===== config.mk =====
export PLATFORM = sky130hd
export DESIGN_NAME = sia_dispatch
export DESIGN_NICKNAME = d
export VERILOG_FILES = /design/src/rtl/sia_pkg.sv /design/src/rtl/sia_job_timer.sv /design/src/rtl/sia_dispatch.sv
export SDC_FILE = /design/constraint.sdc
export NUM_CORES = 1
export LEC_CHECK = 0
export BUFFER_PORTS_ARGS = -buffer_cell sky130_fd_sc_hd__buf_2
export CORE_AREA = 2 2 580 582
export DETAILED_ROUTE_END_ITERATION = 8
export DIE_AREA = 0 0 582 584
export PLACE_DENSITY_LB_ADDON = 0.2
export RECOVER_POWER = 100
export SYNTH_ARGS = -nofsm -noshare
export SYNTH_HDL_FRONTEND = slang
export SYNTH_SLANG_ARGS = --single-unit

===== constraint.sdc =====
create_clock -name clk -period 2.6 [get_ports clk]
set_input_delay 0.78 -clock clk [delete_from_list [all_inputs] [get_ports clk]]
set_output_delay 0.78 -clock clk [all_outputs]
set_load 0.05 [all_outputs]

===== src/rtl/sia_pkg.sv =====
// Shared widths, result status codes, FSM state and result record for the siacore dispatcher.
package sia_pkg;
  localparam int WORK_W   = 640;
  localparam int TARGET_W = 64;
  localparam int NONCE_W  = 32;
  localparam int TAG_W    = 8;

  localparam logic [1:0] ST_FOUND     = 2'b00;
  localparam logic [1:0] ST_EXHAUSTED = 2'b01;
  localparam logic [1:0] ST_TIMEOUT   = 2'b10;

  typedef enum logic [1:0] {S_IDLE, S_ISSUE, S_WAIT, S_REPORT} state_e;

  typedef struct packed {
    logic [1:0]         status;
    logic [NONCE_W-1:0] nonce;
  } res_t;
endpackage


===== src/rtl/sia_job_timer.sv =====
// Per-job cycle counter; o_tc flags the last WAIT cycle before a timeout is declared.
module sia_job_timer #(
  parameter int                   TIMEOUT_W = 16,
  parameter logic [TIMEOUT_W-1:0] TIMEOUT   = 16'hFFFF
) (
  input  logic clk,
  input  logic rst_n,
  input  logic i_clr,
  input  logic i_en,
  output logic o_tc
);
  localparam logic [TIMEOUT_W-1:0] TC = TIMEOUT - 1'b1;

  logic [TIMEOUT_W-1:0] r_cnt;

  always_ff @(posedge clk or negedge rst_n) begin
    if (!rst_n)     r_cnt <= '0;
    else if (i_clr) r_cnt <= '0;
    else if (i_en)  r_cnt <= r_cnt + 1'b1;
  end

  assign o_tc = (r_cnt == TC);
endmodule


===== src/rtl/sia_dispatch.sv =====
// Single-job dispatcher: accepts one job, pulses it into siacore, returns one tagged result.
module sia_dispatch
  import sia_pkg::*;
#(
  parameter int                   TIMEOUT_W = 16,
  parameter logic [TIMEOUT_W-1:0] TIMEOUT   = 16'hFFFF
) (
  input  logic                clk,
  input  logic                rst_n,
  input  logic                work_valid,
  output logic                work_ready,
  input  logic [WORK_W-1:0]   work_data,
  input  logic [TARGET_W-1:0] work_target,
  output logic [WORK_W-1:0]   core_work,
  output logic [TARGET_W-1:0] core_target,
  output logic                core_valid,
  input  logic                core_found,
  input  logic [NONCE_W-1:0]  core_nonce,
  input  logic                core_busy,
  output logic                res_valid,
  input  logic                res_ready,
  output logic [1:0]          res_status,
  output logic [TAG_W-1:0]    res_tag,
  output logic [NONCE_W-1:0]  res_nonce,
  output logic                idle
);
  state_e              r_state, w_next;
  logic                r_rst_done;
  logic                r_busy_seen;
  logic [WORK_W-1:0]   r_work;
  logic [TARGET_W-1:0] r_target;
  logic [TAG_W-1:0]    r_tag;
  res_t                r_res;
  logic                w_tc, w_accept, w_exhausted, w_done;

  sia_job_timer #(.TIMEOUT_W(TIMEOUT_W), .TIMEOUT(TIMEOUT)) u_timer (
    .clk   (clk),
    .rst_n (rst_n),
    .i_clr (r_state == S_ISSUE),
    .i_en  (r_state == S_WAIT),
    .o_tc  (w_tc)
  );

  // r_busy_seen only reflects earlier WAIT cycles, so a job never exhausts before the core starts.
  assign w_accept    = work_valid && work_ready;
  assign w_exhausted = r_busy_seen && !core_busy;
  assign w_done      = core_found || w_exhausted || w_tc;

  always_ff @(posedge clk or negedge rst_n) begin
    if (!rst_n) r_state <= S_IDLE;
    else        r_state <= w_next;
  end

  always_comb begin
    w_next = r_state;
    case (r_state)
      S_IDLE:   if (w_accept) w_next = S_ISSUE;
      S_ISSUE:  w_next = S_WAIT;
      S_WAIT:   if (w_done) w_next = S_REPORT;
      S_REPORT: if (res_ready) w_next = S_IDLE;
      default:  w_next = S_IDLE;
    endcase
  end

  always_comb begin
    idle       = (r_state == S_IDLE);
    work_ready = idle && r_rst_done;
    core_valid = (r_state == S_ISSUE);
    res_valid  = (r_state == S_REPORT);
  end

  always_ff @(posedge clk or negedge rst_n) begin
    if (!rst_n) begin
      r_rst_done  <= 1'b0;
      r_busy_seen <= 1'b0;
      r_work      <= '0;
      r_target    <= '0;
      r_tag       <= '0;
      r_res       <= '0;
    end else begin
      r_rst_done <= 1'b1;
      if (w_accept) begin
        r_work   <= work_data;
        r_target <= work_target;
      end
      if (r_state == S_ISSUE)                  r_busy_seen <= 1'b0;
      else if (r_state == S_WAIT && core_busy) r_busy_seen <= 1'b1;
      if (r_state == S_WAIT && w_done) begin
        if (core_found)       r_res <= '{status: ST_FOUND, nonce: core_nonce};
        else if (w_exhausted) r_res <= '{status: ST_EXHAUSTED, nonce: '0};
        else                  r_res <= '{status: ST_TIMEOUT, nonce: '0};
      end
      if (res_valid && res_ready) r_tag <= r_tag + 1'b1;
    end
  end

  assign core_work   = r_work;
  assign core_target = r_target;
  assign res_status  = r_res.status;
  assign res_nonce   = r_res.nonce;
  assign res_tag     = r_tag;
endmodule


==> impl_results.md, run 1 <==
- Hold Fails Final Rpt: 0
- Largest net degree at the start of global routing: 82
- Share of the synthesized area in the top cell type: 0.670
- Clk Latency, worst-skew pair: 0.85 ns
- Initial antenna violation count: 246
- Crit path buf inv count: 2
- Clock Root Buffer: clkbuf_16
- Worst-path cell chain: inv_2 > ha_4 > and2_4 > buf_12
- Yosys top cell by area: dfrtp_1
- Chip height: 584 um
- DR pass1 iterations: 4
- DR WL/cell: 27.2 um
- # IOs: 1492
- Slowest Stage Delay on Critical Path: 0.41 ns
- FF-to-FF Start: r_state[0]$_DFFE_PN0P_
- Asr flop ratio synth: 1.00
- Setup WS post-layout: 0.000317 ns
- Setup-failing EPs final: 0
- Syn. warnings: 0
- First-pass GRT wire length: 266000 um
- Final antenna-violating net count: 0
- Layout cells sized above 1: 0.696
- Vias/cell: 2.87
- Mean post-synth cell area: 16.7 um^2
- RSZ-0062 raised after global routing: yes
- Synth Net Count: 2467
- Design Area, Final: 45400 um^2
- TritonCTS buffer count: 108
- Met3 usage in global routing: 0.0627
- H-tree levels: 3
- Slew Viols, Final: 0
- Initial DRC Count: 885
- DP HPWL: 185000 um
- Vias in the first global route: 23500
- Worst EP required: 1.82 ns
- Hold path start: work_data[128]
- Max Root-Sink Buffers: 4
- Seq cells post-synth: 766
- Via Count: 22500
- Die area: 340000 um^2
- Cell Area, Placed: 42100 um^2
- Slowest stage cell, crit path: dfrtp_1
- Starting density of the core: 0.0860
- Netlist Area Pre-Place: 28600 um^2
- Tot Pwr: 76700 uW
- Fmax achieved: 385 MHz
- CP Data Arrival Time: 1.82 ns
- Final Non-Filler Cells: 7831
- Worst slew margin: 0.185
- Post-synth EDFFs: 0
- Run status: complete, no violations
- Die X: 582 um
- PwrDens: 1690 nW/um^2
- Nets@finish: 4065
- Buffers on Ports: 1491
- Fin crit share: 1.00
- Final Wtd Congestion: 0.899
- CP top delay family: flip-flops
- CTS tree: built
- Core area: 333000 um^2
- Unique masters post-synth: 39
- Placed insts: 7586
- Worst Setup End Kind: output port
- CP Max Fanout: 3
- Met2 usage: 0.205
- Worst Setup SP: r_state[0]$_DFFE_PN0P_
- Area grow syn2layout: 58.6%
- Sequential fraction of the synthesis area: 0.670
- Synth Instances: 1717
- Count leader, synth: dfrtp_1
- Post-synth top cells: dfrtp_1, mux2_2, buf_2, a22o_1, clkbuf_1
- Max cap viols: 0
- WHS: 0.162 ns
- Clock-pin slew on the worst setup and hold paths: 0.06 ns
- Primary FF master, synth: dfrtp_1
- FP Rows: 212
- Period minus WS final: 2.60 ns
- Gr busiest metal: met2
- Worst setup SP type: flop
- Synth top area cells: dfrtp_1, mux2_2, buf_2
- DRC errors left: 0
- Final WL: 213000 um
- Leakage power: 0.0208 uW
- Congestion Overflow GR: 0
- Max VDD drop: 0.786 mV
- Post-Route Skew: 0.0514 ns
- Clock Sinks: 766
- Place WS: 0.0501 ns
- Critical path class: flop to output port
- Slew @ Worst Pin: 1.22 ns
- GRT met1 Usage: 0.133
- Hold WC Path Type: input pin to flop
- Total GRT Usage: 0.121
## cells in the final DEF (no fill, tap or decap), drive strengths merged, types with 2 or more instances in the layout
cell / n
xor2: 5
nor3: 4
nand2: 13
clkbuf: 953
nor2: 13
nand2b: 2
o21ai: 2
dfrtp: 766
mux2: 708
nand3: 11
ha: 8
nor4: 3
buf: 781
clkinv: 14
o31ai: 2
or2: 2
nand4: 7
bufinv: 5
or4: 3
a21oi: 9
xnor2: 9
a22o: 33
and2: 3
clkinvlp: 7
inv: 13
o22ai: 3
diode: 54
## power breakdown
part / internal, uW / switching (uW) / leakage (uW) / total [uW]
sequential: 17800 / 3690 / 0.00924 / 21500
combinational: 9270 / 31000 / 0.00985 / 40300
clock: 8830 / 6050 / 0.00169 / 14900
total: 35900 / 40800 / 0.0208 / 76700
## cell families after synthesis
family          Yosys count  synth area share
xor+xnor                 14           0.00428
other cells               1          0.000131
mux                     708             0.279
simple gates             65            0.0123
fa+ha+maj                 8           0.00350
buf+inv                 101            0.0164
compound gates           54            0.0151
flops                   766             0.670
## worst paths after layout
check                                              end  slack (ns)  cells past startpoint
max                                         work_ready      0.0003                      4
max in group asynchronous   core_work[415]$_DFFE_PN0P_        0.25                      5
min in group asynchronous   core_work[347]$_DFFE_PN0P_        0.72                      2
min reg2reg                   res_nonce[6]$_DFFE_PN0P_        0.50                      1
min                         core_work[128]$_DFFE_PN0P_        0.16                      2
max reg2reg                core_target[33]$_DFFE_PN0P_        0.05                      8
## state kept, by name, summed over array words and instances (netlist names)
name,count
core_target,64
core_work,640
r_busy_seen,1
r_rst_done,1
r_state,2
res_nonce,32
res_status,2
res_tag,8
u_timer.r_cnt,16
## timing repair
item | 4_1_cts | 5_1_grt
setup endpoints to repair | 14 | 4
cloned | 0 | 0
setup buffers | 5 | 0
pin swaps | 2 | 2
hold buffers | 1 | 0
gates resized for setup | 26 | 1
hold endpoints to repair | 4 | 0
## metal layers
layer | share of wire | vias up | wire length [um]
li1 | - | 9399 | -
met1 | 0.37 | 11200 | 79100
met2 | 0.48 | 1399 | 102000
met3 | 0.12 | 460 | 26000
met4 | 0.025 | 76 | 5350
met5 | 0.0023 | - | 497
## cell type report
class                           count  area, um^2
Fill cell                       37600      288000
Sequential cell                   766       19200
Multi-Input combinational cell    850        9000
Timing Repair Buffer             1578        8090
Tap cell                         4387        5490
Clock buffer                      157        3160
Clock inverter                     28         305
Antenna cell                       54         135
Inverter                           11        41.3
## through the flow
step                 util  setup TNS [ns]
floorplan               -               0
global placement    0.127               0
detailed placement  0.127               0
CTS                 0.137          -0.326
global route        0.136           -4.65
finish              0.136               0
Note: power is estimated with default switching activity, not from simulation.
==> run 2: changes to the inputs <==
Settings changed: CORE_AREA 2 2 580 582 to 2 2 573 575, DIE_AREA 0 0 582 584 to 0 0 575 577.
Clock period 2.6 ns to 2.2 ns, I/O delays scaled along.
==> run 2 against run 1 <==
  * The flow now finishes with violations (negative setup slack)
  * Sequential power is 21% higher
  * Global-route usage is 0.091 points lower
  * Core utilization is 2.8 points higher
  * Cell count is 6.7% higher
  * Critical path type unchanged
  * Critical endpoint unchanged
==> impl_results.md, run 2 (synthesis gave the netlist of run 1 again) <==
- Run status: finished, violations left
- Failing checks: negative setup slack
- TritonCTS buffer count: 111 (+2.8%)
- Fill cell count: 36400 (-3.3%)
- Max VDD drop: 0.856 mV (+8.9%)
- Place WS: -0.0658 ns (-0.116 ns)
- Largest net degree at the start of global routing: 99 (+21%)
- Worst Setup End Kind: output port
- Max cap viols: 0 (unchanged)
- Clock-pin slew on the worst setup and hold paths: 0.06 ns (about the same)
- FP Rows: 210 (-0.94%)
- Max Root-Sink Buffers: 4 (unchanged)
- Util after Layout: 0.165 (+0.0282)
- Cell Area, Placed: 42200 um^2 (about the same)
- Starting density of the core: 0.0878 (+0.00187)
- Max reg flops: 640 (unchanged)
- Placed insts: 7549 (-0.49%)
- RSZ-0062 raised after global routing: yes
- CP Max Fanout: 3 (unchanged)
- Final Wtd Congestion: 0.848 (-5.6%)
- Fin crit share: 1.10
- Chip height: 577 um (-1.2%)
- # IOs: 1492 (unchanged)
- Period minus WS final: 2.41 ns
- Layout cells sized above 1: 0.643 (-0.0530)
- Total GRT Usage: 0.120 (-0.000911)
- Hold WC Path Type: input pin to flop
- Vias/cell: 2.94 (+2.4%)
- Die X: 575 um (-1.2%)
- Commonest non-fill, non-tap cell in the layout: buf_2
- Worst slew margin: 0.0711 (-0.114)
- Buffers on Ports: 1491 (unchanged)
- DR pass1 iterations: 4 (unchanged)
- Slew @ Worst Pin: 1.39 ns (+0.172 ns)
- Initial antenna violation count: 221 (-10%)
- Final antenna-violating net count: 0 (unchanged)
- DP HPWL: 177000 um (-4.5%)
- Design Area, Final: 53600 um^2 (+18%)
- Congestion Overflow GR: 0 (unchanged)
- CTS tree: built
- CP Data Arrival Time: 1.75 ns (-0.07 ns)
- Die area: 332000 um^2 (-2.4%)
- Vias in the first global route: 26200 (+12%)
- Hold Fails Final Rpt: 0 (unchanged)
- Initial DRC Count: 753 (-15%)
- DRC errors left: 0 (unchanged)
- Worst setup SP type: flop
- Via Count: 24600 (+9.2%)
- First-pass GRT wire length: 264000 um (-0.71%)
- Clock Root Buffer: clkbuf_16
- Area grow syn2layout: 87.3%
- Clk Latency, worst-skew pair: 0.84 ns (about the same)
- Clock Sinks: 766 (unchanged)
- Worst EP required: 1.54 ns (-0.28 ns)
- Final WL: 208000 um (-2.4%)
- Commonest cells after routing, fill and taps aside: buf_2, dfrtp_1, mux2_2
- PwrDens: 1830 nW/um^2 (+8.1%)
- Slew Viols, Final: 0 (unchanged)
- Leakage power: 0.0241 uW (+16%)
- Setup WS post-layout: -0.213 ns (-0.213 ns)
- Setup-failing EPs final: 141 (+141)
- DR WL/cell: 24.9 um (-8.5%)
- Critical path class: flop to output port
- H-tree levels: 3 (unchanged)
- Fmax achieved: 415 MHz
- Nets@finish: 4608 (+13%)
- Final Non-Filler Cells: 8353 (+6.7%)
- Core area: 326000 um^2 (-2.1%)
- Post-Route Skew: 0.0289 ns (-0.0225 ns)
[run 2: cell types whose count changed in the layout (fill, tap and decap cells not counted), moves of 83 or more]
cell | before | now
clkbuf_2 | 685 | 9
dlygate4sd3_1 | 1 | 518
buf_4 | 16 | 425
buf_2 | 742 | 946
buf_6 | 9 | 141
clkbuf_1 | 119 | 36
[run 2: final cells by class]
cell class	count	area, um^2	area share
sequential	766	19200	0.359
timing repair buffer	2118	15900	0.297
multi-input combinational	850	9050	0.169
tap	4346	5440	0.101
clock buffer	166	3280	0.0613
clock inverter	35	493	0.00920
antenna	61	153	0.00285
inverter	11	41.3	0.000770
[run 2: final timing paths]
path                                   startpoint  slack [ns]                         end  cells past startpoint
setup / recovery           r_state[1]$_DFFE_PN0P_       -0.21                  work_ready                      4
hold / removal                     work_data[206]        0.08  core_work[206]$_DFFE_PN0P_                      2
setup reg to reg           r_state[1]$_DFFE_PN0P_       -0.14  core_work[175]$_DFFE_PN0P_                      8
hold reg to reg            res_tag[7]$_DFFE_PN0P_        0.48      res_tag[7]$_DFFE_PN0P_                      1
max in group asynchronous                   rst_n        0.10  core_work[325]$_DFFE_PN0P_                      4
min in group asynchronous                   rst_n        0.28  core_work[534]$_DFFE_PN0P_                      2
[run 2: critical path, cell delays in order (launching register included)]
cell	delay, ns
dfrtp_1	0.41
inv_2	0.10
ha_4	0.14
and2_4	0.15
buf_12	0.14
[run 2: metrics by stage]
step	total power, uW	TNS, ns	hold slack [ns]
after floorplan	57000	0	0.364
after global placement	74200	-6.78	0.469
after detailed placement	74400	-5.92	0.466
after CTS	99700	-2.58	0.0000396
after global routing	102000	-34.58	0.0191
final	97900	-11.38	0.0818
[run 2: timing repair]
action / in CTS / in global routing
cloned: 1 / 7
buffers inserted: 8 / 9
hold buffers: 518 / 0
gates resized for setup: 772 / 34
endpoints found under the setup margin: 787 / 178
pin swaps: 1 / 3
hold endpoints to repair: 564 / 0
[run 2: routing by layer]
layer  vias up  track usage  share of wire
li1      10500            -              -
met1     12200        0.137           0.39
met2      1345        0.192           0.45
met3       444       0.0657           0.13
met4       118       0.0324          0.033
met5         -            0         0.0036
[run 2: power by group]
part | switching, uW | leakage [uW] | internal (uW) | total (uW)
clock | 7420 | 0.00184 | 11300 | 18800
sequential | 4810 | 0.00918 | 21200 | 26000
combinational | 36800 | 0.0131 | 16300 | 53200
==> run 3: changes to the inputs <==
Settings changed: CAP_MARGIN from default to 15, GPL_ROUTABILITY_DRIVEN from default to 0, SKIP_LAST_GASP from default to 1.
==> run 3 against run 2 <==
  * The flow still finishes with violations (negative setup slack)
  * Register-to-register slack hardly changed
  * Sequential share of layout area about the same
  * Clock power about the same
  * Via count about the same
  * Cell count decreased by 0.13%
  * Sequential power is essentially flat
  * Global-route usage is the same
  * First-iteration DRC count grew 5.4%
  * Combinational power hardly changed
  * Critical endpoint unchanged
  * Largest power group unchanged
==> impl_results.md, run 3 (synthesis gave the netlist of run 1 again) <==
- Via Count: 24600 (+0.069%)
- PwrDens: 1830 nW/um^2 (about the same)
- Post-Route Skew: 0.0309 ns (+0.00204 ns)
- Nets@finish: 4608 (unchanged)
- Period minus WS final: 2.41 ns (-0.00267 ns)
- Chip height: 577 um (unchanged)
- Tot Pwr: 97900 uW (about the same)
- Die area: 332000 um^2 (unchanged)
- CP top delay family: flip-flops
- Slowest Stage Delay on Critical Path: 0.41 ns (about the same)
- Die X: 575 um (unchanged)
- First-pass GRT wire length: 264000 um (unchanged)
- Buffers on Ports: 1491 (unchanged)
- Clock Root Buffer: clkbuf_16
- Multi-input gate area: 9040 um^2 (-0.11%)
- Hold path start: work_data[206]
- Depth of the worst register-to-register path: 8 (unchanged)
- Starting density of the core: 0.0878 (unchanged)
- Commonest non-fill, non-tap cell in the layout: buf_2
- DR WL/cell: 24.9 um (+0.14%)
- # IOs: 1492 (unchanged)
- Worst-path cell chain: inv_2 > ha_4 > and2_4 > buf_12
- Slew Viols, Final: 0 (unchanged)
- Sequential standard cell area: 19200 um^2 (unchanged)
- DP HPWL: 177000 um (unchanged)
- Fin crit share: 1.10 (-0.00121)
- Layout cells sized above 1: 0.643 (about the same)
- CTS tree: built
- Core area: 326000 um^2 (unchanged)
- Max Root-Sink Buffers: 4 (unchanged)
- CP Max Fanout: 3 (unchanged)
- Final antenna-violating net count: 0 (unchanged)
- Max VDD drop: 0.857 mV (about the same)
- Final WL: 208000 um (about the same)
- Total GRT Usage: 0.120 (unchanged)
- Commonest cells after routing, fill and taps aside: buf_2, dfrtp_1, mux2_2
- Vias/cell: 2.95 (+0.20%)
- Hold WC Path Type: input pin to flop
- Area grow syn2layout: 87.1%
- Slew @ Worst Pin: 1.40 ns (+0.00450 ns)
- Fmax achieved: 415 MHz (+0.11%)
- Critical path class: flop to output port
- Max cap viols: 0 (unchanged)
- Worst setup SP type: flop
- DRC errors left: 0 (unchanged)
- Clk Latency, worst-skew pair: 0.84 ns (about the same)
- RSZ-0062 raised after global routing: yes
- Initial DRC Count: 794 (+5.4%)
- Fill cell count: 36400 (+0.027%)
- Clock Sinks: 766 (unchanged)
- FP Rows: 210 (unchanged)
- Hold endpoint: core_work[206]$_DFFE_PN0P_
- Worst Setup End Kind: output port
- Vias in the first global route: 26200 (unchanged)
- Run status: finished, violations left
- Place WS: -0.0658 ns (unchanged)
- Setup WS post-layout: -0.210 ns (+0.00267 ns)
- Failing checks: negative setup slack
- FF-to-FF setup slack: -0.14 ns (about the same)
- Setup-failing EPs final: 142 (+0.71%)
- Largest net degree at the start of global routing: 99 (unchanged)
- H-tree levels: 3 (unchanged)
- Hold Path Cell Cnt: 2 (unchanged)
- Slowest stage cell, crit path: dfrtp_1
- FF-to-FF Start: r_state[1]$_DFFE_PN0P_
- Initial antenna violation count: 221 (unchanged)
- Hold Fails Final Rpt: 0 (unchanged)
- Leakage power: 0.0241 uW (about the same)
- Worst EP required: 1.54 ns (about the same)
- Max reg flops: 640 (unchanged)
- Congestion Overflow GR: 0 (unchanged)
- WHS: 0.0821 ns (+0.000389 ns)
- CP Data Arrival Time: 1.75 ns (about the same)
- DR pass1 iterations: 5 (+1)
- FF-to-FF End: core_work[175]$_DFFE_PN0P_
- Util after Layout: 0.164 (-0.000184)
- Worst slew margin: 0.0681 (-0.00300)
- TritonCTS buffer count: 111 (unchanged)
- Clock-pin slew on the worst setup and hold paths: 0.06 ns (about the same)
- Crit path buf inv count: 2 (unchanged)
[run 3: cell types whose count changed in the layout (fill, tap and decap cells not counted), sizes merged]
cell | before | now
diode | 61 | 50
[run 3: timing repair]
action / in CTS / in global routing
endpoints found under the setup margin: 787 / 178
gates cloned: 1 / 7
hold buffers: 518 / 0
endpoints found under the hold margin: 564 / 0
gates resized for setup: 772 / 26
pin swaps: 1 / 2
setup buffers: 8 / 9
[run 3: cell type report]
type                    count  area share
diodes                     50     0.00234
repair buffers           2118       0.297
inverters                  11    0.000771
multi-input cells         850       0.169
well taps                4346       0.102
clock inverters            35     0.00921
clock buffers             166      0.0613
flip-flops and latches    766       0.359
[run 3: worst max path at each step]
stage	from	end	cells past startpoint
finish	r_state[1]$_DFFE_PN0P_	work_ready	4
detailed placement	r_state[0]$_DFFE_PN0P_	core_work[153]$_DFFE_PN0P_	7
floorplan	r_state[0]$_DFFE_PN0P_	core_work[556]$_DFFE_PN0P_	8
global route	r_state[1]$_DFFE_PN0P_	work_ready	4
global placement	r_state[0]$_DFFE_PN0P_	core_work[104]$_DFFE_PN0P_	7
CTS	r_state[1]$_DFFE_PN0P_	work_ready	4
[run 3: report_power, final]
part           internal, uW  total, uW  switching (uW)  leakage [uW]
Clock                 11300      18700            7410       0.00184
Combinational         16300      53200           36800        0.0131
Sequential            21200      26000            4800       0.00918
Total                 48800      97900           49100        0.0241
[run 3: routing by layer]
metal  track usage  share of wire
met3        0.0657           0.13
met2         0.192           0.45
met4        0.0324          0.033
met5             0         0.0037
met1         0.137           0.39
[run 3: per-stage QoR]
stage               instance area, um^2  std cells  setup TNS (ns)
detailed placement                42200       7549           -5.92
finish                            53500       8342          -11.08
floorplan                         28700       1717               0
global route                      53500       8309          -34.83
global placement                  42200       7549           -6.78
CTS                               53300       8277           -2.58
